[config.mk]
export PLATFORM = sky130hd
export DESIGN_NAME = pipe_issue_sched
export DESIGN_NICKNAME = d
export VERILOG_FILES = /design/src/rtl/pipe_issue_sched.sv
export SDC_FILE = /design/constraint.sdc
export NUM_CORES = 1
export LEC_CHECK = 0
export CAP_MARGIN = 30
export CORE_AREA = 4 4 90 92
export DETAILED_ROUTE_END_ITERATION = 10
export DIE_AREA = 0 0 94 96
export PLACE_DENSITY = 0.7
export SYNTH_ARGS = -nofsm -noshare
export SYNTH_HDL_FRONTEND = slang
export SYNTH_SLANG_ARGS = --single-unit
[constraint.sdc]
create_clock -name clk -period 3.4 [get_ports clk]
set_clock_uncertainty 0.1 [all_clocks]
set_input_delay 1.02 -clock clk [delete_from_list [all_inputs] [get_ports clk]]
set_output_delay 1.02 -clock clk [all_outputs]
set_load 0.02 [all_outputs]
[src/rtl/pipe_issue_sched.sv]
// Issue scheduler: round-robin arbitration with skip-ahead between two requesters,
// RAW blocking against a destination scoreboard, one registered issue per cycle.
module pipe_issue_sched #(
  parameter int RW        = 4,
  parameter int FW        = 4,
  parameter int AW        = 8,
  parameter int HAZ_DEPTH = 3,
  parameter int SCW       = 16
) (
  input  logic            clk,
  input  logic            rst_n,
  input  logic            flush,
  input  logic [1:0]      req_valid,
  output logic [1:0]      req_ready,
  input  logic [RW-1:0]   req0_rs1,
  input  logic [RW-1:0]   req0_rs2,
  input  logic [RW-1:0]   req0_rd,
  input  logic [FW-1:0]   req0_func,
  input  logic [AW-1:0]   req0_addr,
  input  logic [RW-1:0]   req1_rs1,
  input  logic [RW-1:0]   req1_rs2,
  input  logic [RW-1:0]   req1_rd,
  input  logic [FW-1:0]   req1_func,
  input  logic [AW-1:0]   req1_addr,
  output logic            iss_valid,
  output logic [RW-1:0]   iss_rs1,
  output logic [RW-1:0]   iss_rs2,
  output logic [RW-1:0]   iss_rd,
  output logic [FW-1:0]   iss_func,
  output logic [AW-1:0]   iss_addr,
  output logic            iss_src,
  output logic [SCW-1:0]  stall_cnt
);

  // Entry i holds the destination of the instruction issued i+1 cycles ago.
  logic [HAZ_DEPTH-1:0] sb_v;
  logic [RW-1:0]        sb_rd [HAZ_DEPTH];

  logic          rr_ptr;
  logic [1:0]    blk;
  logic [1:0]    elig;
  logic [1:0]    grant;
  logic          grant_any;
  logic          gsel;
  logic [RW-1:0] g_rs1, g_rs2, g_rd;
  logic [FW-1:0] g_func;
  logic [AW-1:0] g_addr;

  // NOTE: every variable assigned in always_comb gets a default first, so no latch is inferred.
  always_comb begin
    blk = 2'b00;
    for (int i = 0; i < HAZ_DEPTH; i++) begin
      if (sb_v[i]) begin
        if (req0_rs1 == sb_rd[i] || req0_rs2 == sb_rd[i]) blk[0] = 1'b1;
        if (req1_rs1 == sb_rd[i] || req1_rs2 == sb_rd[i]) blk[1] = 1'b1;
      end
    end
    blk  = blk & req_valid;
    elig = req_valid & ~blk;
  end

  // Preferred requester first, otherwise skip ahead to the other one.
  always_comb begin
    grant = 2'b00;
    if (rst_n && !flush) begin
      if (elig[rr_ptr])       grant[rr_ptr]  = 1'b1;
      else if (elig[~rr_ptr]) grant[~rr_ptr] = 1'b1;
    end
  end

  assign req_ready = grant;
  assign grant_any = |grant;
  assign gsel      = grant[1];

  always_comb begin
    g_rs1  = req0_rs1;
    g_rs2  = req0_rs2;
    g_rd   = req0_rd;
    g_func = req0_func;
    g_addr = req0_addr;
    if (gsel) begin
      g_rs1  = req1_rs1;
      g_rs2  = req1_rs2;
      g_rd   = req1_rd;
      g_func = req1_func;
      g_addr = req1_addr;
    end
  end

  // NOTE: sequential state uses non-blocking assignments so every flop samples pre-edge values.
  always_ff @(posedge clk or negedge rst_n) begin
    if (!rst_n) begin
      iss_valid <= 1'b0;
      iss_rs1   <= '0;
      iss_rs2   <= '0;
      iss_rd    <= '0;
      iss_func  <= '0;
      iss_addr  <= '0;
      iss_src   <= 1'b0;
      rr_ptr    <= 1'b0;
      sb_v      <= '0;
      stall_cnt <= '0;
    end else begin
      iss_valid <= grant_any;
      if (grant_any) begin
        iss_rs1  <= g_rs1;
        iss_rs2  <= g_rs2;
        iss_rd   <= g_rd;
        iss_func <= g_func;
        iss_addr <= g_addr;
        iss_src  <= gsel;
        rr_ptr   <= ~gsel;
      end
      if (flush) sb_v <= '0;
      else       sb_v <= {sb_v[HAZ_DEPTH-2:0], grant_any};
      if (req_valid != 2'b00 && !grant_any && stall_cnt != '1)
        stall_cnt <= stall_cnt + SCW'(1);
    end
  end

  // NOTE: only the valid bits need reset; a stale rd behind a cleared valid is never compared.
  always_ff @(posedge clk) begin
    sb_rd[0] <= g_rd;
    for (int i = 1; i < HAZ_DEPTH; i++) sb_rd[i] <= sb_rd[i-1];
  end

endmodule
**Yosys cells after proc, flatten, opt, wreduce, memory -nomap -nowiden**

Memories as Yosys holds them, arrays and structs flattened.
Cells that the tools add are included.
W data, S select, Z words.

- Bits in writable memories: 12
- Logic and storage cells: 75
- Register bits after elaboration: 46
- Memories kept: 1
- Input port bits: 53
- Output and inout bits: 44

Memories:

| memory | depth | bits a word | rd ports | clocked after Yosys merged registers in | wr ports | line | source |
|---|---|---|---|---|---|---|---|
| sb_rd | 3 | 4 | 3 | 0 | 3 | 37 | `logic [RW-1:0] sb_rd [HAZ_DEPTH];` |

- Bitwise operators: 5
- Add/sub/neg operators: 1
- $lt $le $gt $ge: 4
- Reduce and logical (&&, ||, !) cells: 15
- Multiplexer cells: 26
- Equal/unequal tests: 13

Operator list:

| kind | count |
|---|---|
| $eq A4 B4 Y1 | 12 |
| $add A16 B1 Y16 const B | 1 |
| $mux W4 | 4 |
| $ne A16 B16 Y1 const B | 1 |
| $mux W1 | 12 |
| $mux W2 | 6 |
| $mux W8 | 1 |
| $logic_or A1 B1 Y1 | 6 |
| $logic_and A1 B1 Y1 | 5 |
| $and A2 B2 Y2 | 2 |
| $lt A1 B2 Y1 const B | 2 |
| $mux W3 | 1 |
| $demux W1 S1 | 2 |
| $ge A1 B1 Y1 const B | 2 |
| $logic_not A1 Y1 | 2 |
| $not A1 Y1 | 2 |
| $not A2 Y2 | 1 |
| $reduce_bool A2 Y1 | 1 |
| $reduce_or A2 Y1 | 1 |

**Longest topological paths before layout**

Gate-level depths: netlist of the first run.

- Depth in word-level cells: 20
- Depth in mapped cells: 9
- Mapped depth without buffers: 7

**Worst setup path after synthesis of the first run**

Ideal clock, no wire load.

- Kind: input -> output
- Start point: input req0_rs1[1]
- End point: output req_ready[1]
- Path buffers: 1
- Data required time: 2280 ps
- Stages: 6
- Arrival: 2431 ps
- Slack: -151 ps
- Cells stage by stage: xor2_1 -> nor4_1 -> o21ai_1 -> and4_4 -> a211oi_4 -> buf_2

- Cells in the longest elaborated chain, start to end: 16
- Elaborated cells between the ends (all ways): 22
- Those cells by class: 3 x eq/ne; 13 x mux; 3 x bitwise; 3 x reduce/logical

RTL lines:

| element | line | source |
|---|---|---|
| start, declared | 15 | `input logic [RW-1:0] req0_rs1,` |
| $eq A4 B4 Y1 | 54 | `if (req0_rs1 == sb_rd[i] \|\| req0_rs2 == sb_rd[i]) blk[0] = 1'b1;` |
| $logic_or A1 B1 Y1 | 54 |  |
| $mux W1 | 54 |  |
| $mux W2 | 53 | `if (sb_v[i]) begin` |
| $mux W1 | 54 |  |
| $mux W2 | 53 |  |
| $mux W1 | 54 |  |
| $mux W2 * | 53 |  |
| $and A2 B2 Y2 * | 58 | `blk = blk & req_valid;` |
| $not A2 Y2 * | 59 | `elig = req_valid & ~blk;` |
| $and A2 B2 Y2 * | 59 |  |
| $mux W1 (not written as such) (2 in a row) | 67 | `else if (elig[~rr_ptr]) grant[~rr_ptr] = 1'b1;` |
| $mux W2 | 67 |  |
| $mux W2 * | 66 | `if (elig[rr_ptr]) grant[rr_ptr] = 1'b1;` |
| $mux W2 * | 65 | `if (rst_n && !flush) begin` |
| end, declared | 14 | `output logic [1:0] req_ready,` |

Mark *: on every way between the ends. The rest lies on a longest branch, timed or not. The select of a mux whose other input is x is not followed.

**Final worst setup path of the first run**

- Start point: input req0_rs2[2]
- End point: output req_ready[1]

- Cells in the longest elaborated chain, start to end: 16
- Elaborated cells between the ends (all ways): 22
- Those cells by class: 3 x eq/ne; 13 x mux; 3 x bitwise; 3 x reduce/logical

RTL lines:

| element | line | source |
|---|---|---|
| start, declared | 16 | `input logic [RW-1:0] req0_rs2,` |
| $eq A4 B4 Y1 | 54 |  |
| $logic_or A1 B1 Y1 | 54 |  |
| $mux W1 | 54 |  |
| $mux W2 | 53 |  |
| $mux W1 | 54 |  |
| $mux W2 | 53 |  |
| $mux W1 | 54 |  |
| $mux W2 * | 53 |  |
| $and A2 B2 Y2 * | 58 |  |
| $not A2 Y2 * | 59 |  |
| $and A2 B2 Y2 * | 59 |  |
| $mux W1 (not written as such) (2 in a row) | 67 |  |
| $mux W2 | 67 |  |
| $mux W2 * | 66 |  |
| $mux W2 * | 65 |  |

Marked as above.

==> flow_metrics.tcl, run 1 <==
set metrics [dict create \
    outcome "complete, but fails checks" \
    violations "setup timing" \
    clock_sinks 58 \
    wire_per_inst_um 17.53 \
    die_x_um 94 \
    dpl-instance-area_mm2 0.004078 \
    netlist_area_mm2 0.002844 \
    drtPass1Iterations 4 \
    cp.arrival_ns 2.38 \
    fmax_ghz 0.2855 \
    slew_headroom_pct 60.03 \
    maxCapViolations 0 \
    drc 0 \
    synth_cell_types 32 \
    crit_required_ns 2.28 \
    clk_latency_ns 0.34 \
    num_vias 2455 \
    clkTransAtPathRegs_ns 0.06 \
    cts.htree.levels 3 \
    die_h_um 96 \
    grt_pass1_vias 2597 \
    area_growth_pct 56.36 \
    worstSetupEndpointType "output pin" \
    yosys.area_share.simple_pct 15.09 \
    worstSetupPathType "in2out" \
    via_per_inst 5.201 \
    finalSetupViolations 2 \
    netlist_instances 248 \
    hpwl_mm 5.703 \
    cts_tree "built" \
    ir_drop_v 0.0003217 \
    rows 31 \
    finalCritPeriodShare_pct 103.0 \
    core-area_mm2 0.007214 \
    cts_made_buffers 9 \
    async_flop_share_pct 79.31 \
    muxShareOfSynthArea_pct 4.092 \
    rsz0062_at_grt "yes" \
    synth_edf_count 0 \
    pwr_density_cell_mw_per_mm2 540.4 \
    n_antenna_cell 0 \
    yosys_register_bits 58 \
    synth_xor_xnor_area_share_pct 19.40 \
    pre_cts_ws_ns -1.038 \
    first_iter_violations 76 \
    synth-adder-area-share_pct 0.4399 \
    gp_congestion 0.9155 \
    antenna_found_initial 0 \
    die_area_mm2 0.009024 \
    ys_warn_count 0 \
    syn_avg_cell_area_um2 11.47 \
    cts_hold_buf 0 \
    synth_ff_type "dfrtp_1" \
    wirelength_mm 8.276 \
    min_path_type "reg2reg" \
    slew_violations 0 \
    fin_ws_ns -0.1029 \
    grt_max_degree 47 \
    final_area_mm2 0.004447 \
    postRouteAntennaNets 0 \
    portBuffers 96 \
    power.leakage_nw 1.941 \
    hold_violations 0 \
    synth_top_family_by_area "XOR/XNOR gates" \
    nets 422 \
    overflow 0 \
    track_usage_pct 18.98 \
    initial_core_util_pct 39.42 \
    tightest_slew_ns 0.5995 \
    ys_seq_area_share_pct 48.92 \
    ios 97 \
    startpoint_type "input pin" \
    cts-root-buf "clkbuf_8" \
    grt_pass1_wl_mm 13.10 \
    drive_gt1_share_pct 23.59 \
    clockBufferDepth 2 \
    cp_max_fo 4 \
    syn_nets 302 \
    synth_compound_area_share_pct 10.03 \
    timing.final.crit_period_ns 3.503 \
]
[layer usage]
layer	vias up	global-route usage (%)	share of wire, %
met4	0	8.664	2.8
met1	1209	24.00	42
li1	1119	-	-
met3	20	4.457	7.4
met5	-	0	0
met2	107	30.93	48
[through the flow]
stage	utilization (%)	hold slack [ns]	setup TNS [ns]	std cells	total power, mW
floorplan	-	0.3170	-0.03575	248	1.280
global placement	56.42	0.3369	-6.391	452	1.666
detailed placement	56.52	0.3439	-6.879	453	1.679
CTS	59.52	0.3518	-0.1330	471	2.399
global route	61.64	0.3626	-0.2760	472	2.519
finish	61.64	0.3556	-0.1597	472	2.403
[synthesized netlist by cell type, types with 2 or more instances]
cell type,instances,area share [%]
nor2b_1,22,4.8
dfxtp_1,12,8.4
clkbuf_1,3,0.40
o21ai_0,2,0.35
nor2_1,4,0.53
nand2_1,7,0.92
a221o_1,20,7.0
and3_1,3,0.66
inv_1,3,0.40
mux2_2,2,0.79
dfrtp_1,46,40
buf_2,7,1.2
xor2_1,62,19
nor3b_1,3,0.79
mux2_4,4,2.1
a21o_1,2,0.53
nand3_1,3,0.53
nor4_1,17,3.7
o21ai_1,4,0.70
nand4_1,3,0.66
nor3_1,6,1.1
mux2_1,3,1.2
[worst max-delay path, stage by stage]
cell and delay [ns]:
buf_4 0.13, xor2_1 0.16, nor4_2 0.38, o21ai_1 0.15, and4_4 0.18, a211oi_4 0.22, buf_6 0.15
[kinds of logic (layout without fill, tap and decap cells)]
logic type,Yosys count,after routing
AOI/OAI and AO/OA,32,32
and+or+nand+nor,72,72
adders and majority gates,1,1
buffers and inverters,13,138
DFF,58,58
xor gates and xnor gates,63,63
muxes,9,9
[cell usage in the layout (no fill, tap or decap), types with 3 or more instances in the layout]
cell type        synthesis  final
and3_1                   3      3
buf_12                   0      3
clkdlybuf4s50_1          0     77
nand4_1                  3      3
dfrtp_1                 46     46
o21ai_1                  4      6
inv_1                    3      3
buf_6                    0      9
nor4_1                  17      8
nor2b_1                 22     22
nor2_1                   4      3
xor2_1                  62     52
nand2_1                  7      7
nand3_1                  3      3
mux2_4                   4      4
nor4_2                   0      9
nor3b_1                  3      3
buf_4                    0     23
nor3_1                   6      5
buf_2                    7      5
dfxtp_1                 12     12
clkbuf_8                 0     10
a221o_1                 20     20
xor2_2                   0     10
mux2_1                   3      3
[flip-flops by register name, indices dropped and copies added (netlist names), 3 cells and up]
signal	count
iss_addr	8
iss_func	4
iss_rd	4
iss_rs1	4
iss_rs2	4
sb_rd	12
sb_v	3
stall_cnt	16
[worst paths after layout]
check	from	end	slack, ns	depth (start not counted)
max	req0_rs2[2]	req_ready[1]	-0.10	7
min	sb_rd[0][7]	sb_rd[0][11]	0.36	0
max reg2reg	sb_rd[0][2]	iss_rd[3]	0.58	8
min reg2reg	sb_rd[0][7]	sb_rd[0][11]	0.36	0
max in group asynchronous	rst_n	iss_addr[1]	2.10	2
min in group asynchronous	rst_n	iss_addr[6]	0.70	2
[final cells by class]
class                           instances  area [um2]
Clock buffer                           11       141.4
Clock inverter                          5       77.57
Fill cell                             618        2768
Inverter                                3       11.26
Multi-Input combinational cell        177        1541
Sequential cell                        58        1391
Tap cell                               99       123.9
Timing Repair Buffer                  119        1160
[where the power goes]
part / internal (mW) / total, mW / switching [mW]
registers: 0.810 / 0.921 / 0.111
logic: 0.411 / 0.771 / 0.360
clock network: 0.430 / 0.711 / 0.280
[what timing repair did]
| item | 4_1_cts | 5_1_grt |
|---|---|---|
| buffers inserted | 2 | 1 |
| endpoints found under the hold margin | 0 | 0 |
| gates resized for setup | 87 | 40 |
| pin swaps | 21 | 19 |
| setup endpoints to repair | 6 | 2 |
Note: power is estimated with default switching activity, not from simulation.
==> inputs of run 2 (changes only) <==
Settings changed: CAP_MARGIN 30 to default.
==> run 2 against run 1 <==
Against the previous run:
- the flow still finishes with violations (setup timing)
- sequential cell count did not move
- cell area fell by 3.2%
- core utilization fell by 1.9 points
- worst setup slack better by 0.067 ns
- combinational power decreased by 2%
- hold slack got worse by 0.0090 ns
- via count is the same
- highest routed layer unchanged
- critical path depth rose by 1
- fmax increased by 2.0%
==> flow_metrics.tcl, run 2 (same netlist as run 1, synthesis figures left out) <==
set metrics [dict create \
    min_from "sb_rd[0][7]" \
    cp_max_fo 4 \
    cts_made_buffers 9 \
    ios 97 \
    cp.arrival_ns 2.32 \
    largest-register "stall_cnt" \
    num_vias 2455 \
    pre_cts_ws_ns -1.045 \
    die_h_um 96 \
    maxCapViolations 0 \
    finalSetupTns_ns -0.03761 \
    critical_path_buf_inv_count 2 \
    cts-root-buf "clkbuf_8" \
    mostFrequentLayoutCells "77 x clkdlybuf4s50_1, 58 x xor2_1, 46 x dfrtp_1" \
    nets 421 \
    r2r_cells 9 \
    grt_pass1_vias 2523 \
    pwr_density_cell_mw_per_mm2 516.8 \
    final_common_cell "clkdlybuf4s50_1" \
    violations "setup timing" \
    slew_violations 0 \
    n_antenna_cell 0 \
    slew_headroom_pct 24.23 \
    antenna_found_initial 0 \
    track_usage_pct 18.45 \
    grt_pass1_wl_mm 12.79 \
    rows 31 \
    drive_gt1_share_pct 20.70 \
    worstSetupEndpointType "output pin" \
    via_per_inst 5.212 \
    finalSetupViolations 2 \
    timing.final.crit_period_ns 3.436 \
    min_path_type "reg2reg" \
    outcome "complete, but fails checks" \
    clock_sinks 58 \
    fin_ws_ns -0.03579 \
    utilization_pct 59.69 \
    portBuffers 96 \
    overflow 0 \
    drc 0 \
    hpwl_mm 5.666 \
    wire_per_inst_um 17.00 \
    ir_drop_v 0.0003223 \
    largestRegisters "stall_cnt: 16 flops, sb_rd: 12 flops, iss_addr: 8 flops" \
    wirelength_mm 8.007 \
    initial_core_util_pct 39.42 \
    crit_chain "buf_8, xor2_2, nor4_2, o21ai_1, nand4_2, nor2_2, nor3_2, buf_4" \
    gp_congestion 0.9155 \
    worst_path_max_delay_cell "nor4_2" \
    grt_max_degree 47 \
    rrSetupSlack_ns 0.66 \
    tightest_slew_ns 1.137 \
    cts.htree.levels 3 \
    die_x_um 94 \
    hold_path_depth 0 \
    postRouteAntennaNets 0 \
    die_area_mm2 0.009024 \
    area_growth_pct 51.43 \
    finalCritPeriodShare_pct 101.1 \
    largest_reg_flops 16 \
    crit_required_ns 2.28 \
    rsz0062_at_grt "yes" \
    hold_violations 0 \
    timing.rr.start "sb_rd[0][0]" \
    max_stage_delay_ns 0.30 \
    startpoint_type "input pin" \
    first_iter_violations 58 \
    hold_slack_ns 0.3466 \
    clkTransAtPathRegs_ns 0.06 \
    cp_top_family "simple AND/OR/NAND/NOR gates" \
    power.leakage_nw 1.900 \
    core-area_mm2 0.007214 \
    cts_tree "built" \
    clockBufferDepth 2 \
    clk_latency_ns 0.33 \
    fmax_ghz 0.2911 \
    r2r_end "iss_rd[3]" \
    power_mw 2.225 \
    drtPass1Iterations 5 \
    worstSetupPathType "in2out" \
    worst_hold_path.endpoint "sb_rd[0][11]" \
]
-- run 2: power by group --
group          switching (mW)  leakage (nW)  internal, mW
sequential              0.108         0.682         0.811
combinational           0.354          1.13         0.405
clock                   0.266        0.0872         0.281
-- run 2: worst max path at each step --
stage,startpoint,endpoint,cells past startpoint
after floorplan,req0_rs1[1],req_ready[1],6
after global placement,req1_rs2[2],req_ready[0],8
after detailed placement,req1_rs2[2],req_ready[0],8
after CTS,req0_rs1[1],req_ready[1],8
after global routing,req1_rs1[1],req_ready[0],8
final,req1_rs1[1],req_ready[0],8
-- run 2: metal layers --
layer	vias up	global-route usage, %	part of all wire, %
met5	-	0	0
met4	0	7.581	1.7
met3	11	4.144	6.6
met2	100	29.39	47
met1	1217	24.35	44
li1	1127	-	-
-- run 2: timing repair --
item	4_1_cts	5_1_grt
pin swaps	19	10
resized for setup	88	20
setup buffers	2	1
hold buffers	0	0
endpoints found under the setup margin	6	2
-- run 2: cell type report --
type | count | area, um2
repair buffers | 118 | 1132
inverters | 3 | 11.26
well taps | 99 | 123.9
clock inverters | 3 | 15.01
clock buffers | 13 | 148.9
multi-input cells | 177 | 1484
flip-flops and latches | 58 | 1391
fillers | 633 | 2908
-- run 2: metrics by stage --
step | cells | instance area, um2
floorplan | 248 | 2858
global placement | 452 | 4070
detailed placement | 452 | 4070
CTS | 470 | 4218
global route | 471 | 4307
finish | 471 | 4307
==> inputs of run 3 (changes only) <==
Settings changed: CTS_CLUSTER_DIAMETER from default to 50.
==> results of run 3 <==
Same layout as run 2: the final DEF is identical, and so are final timing and power.
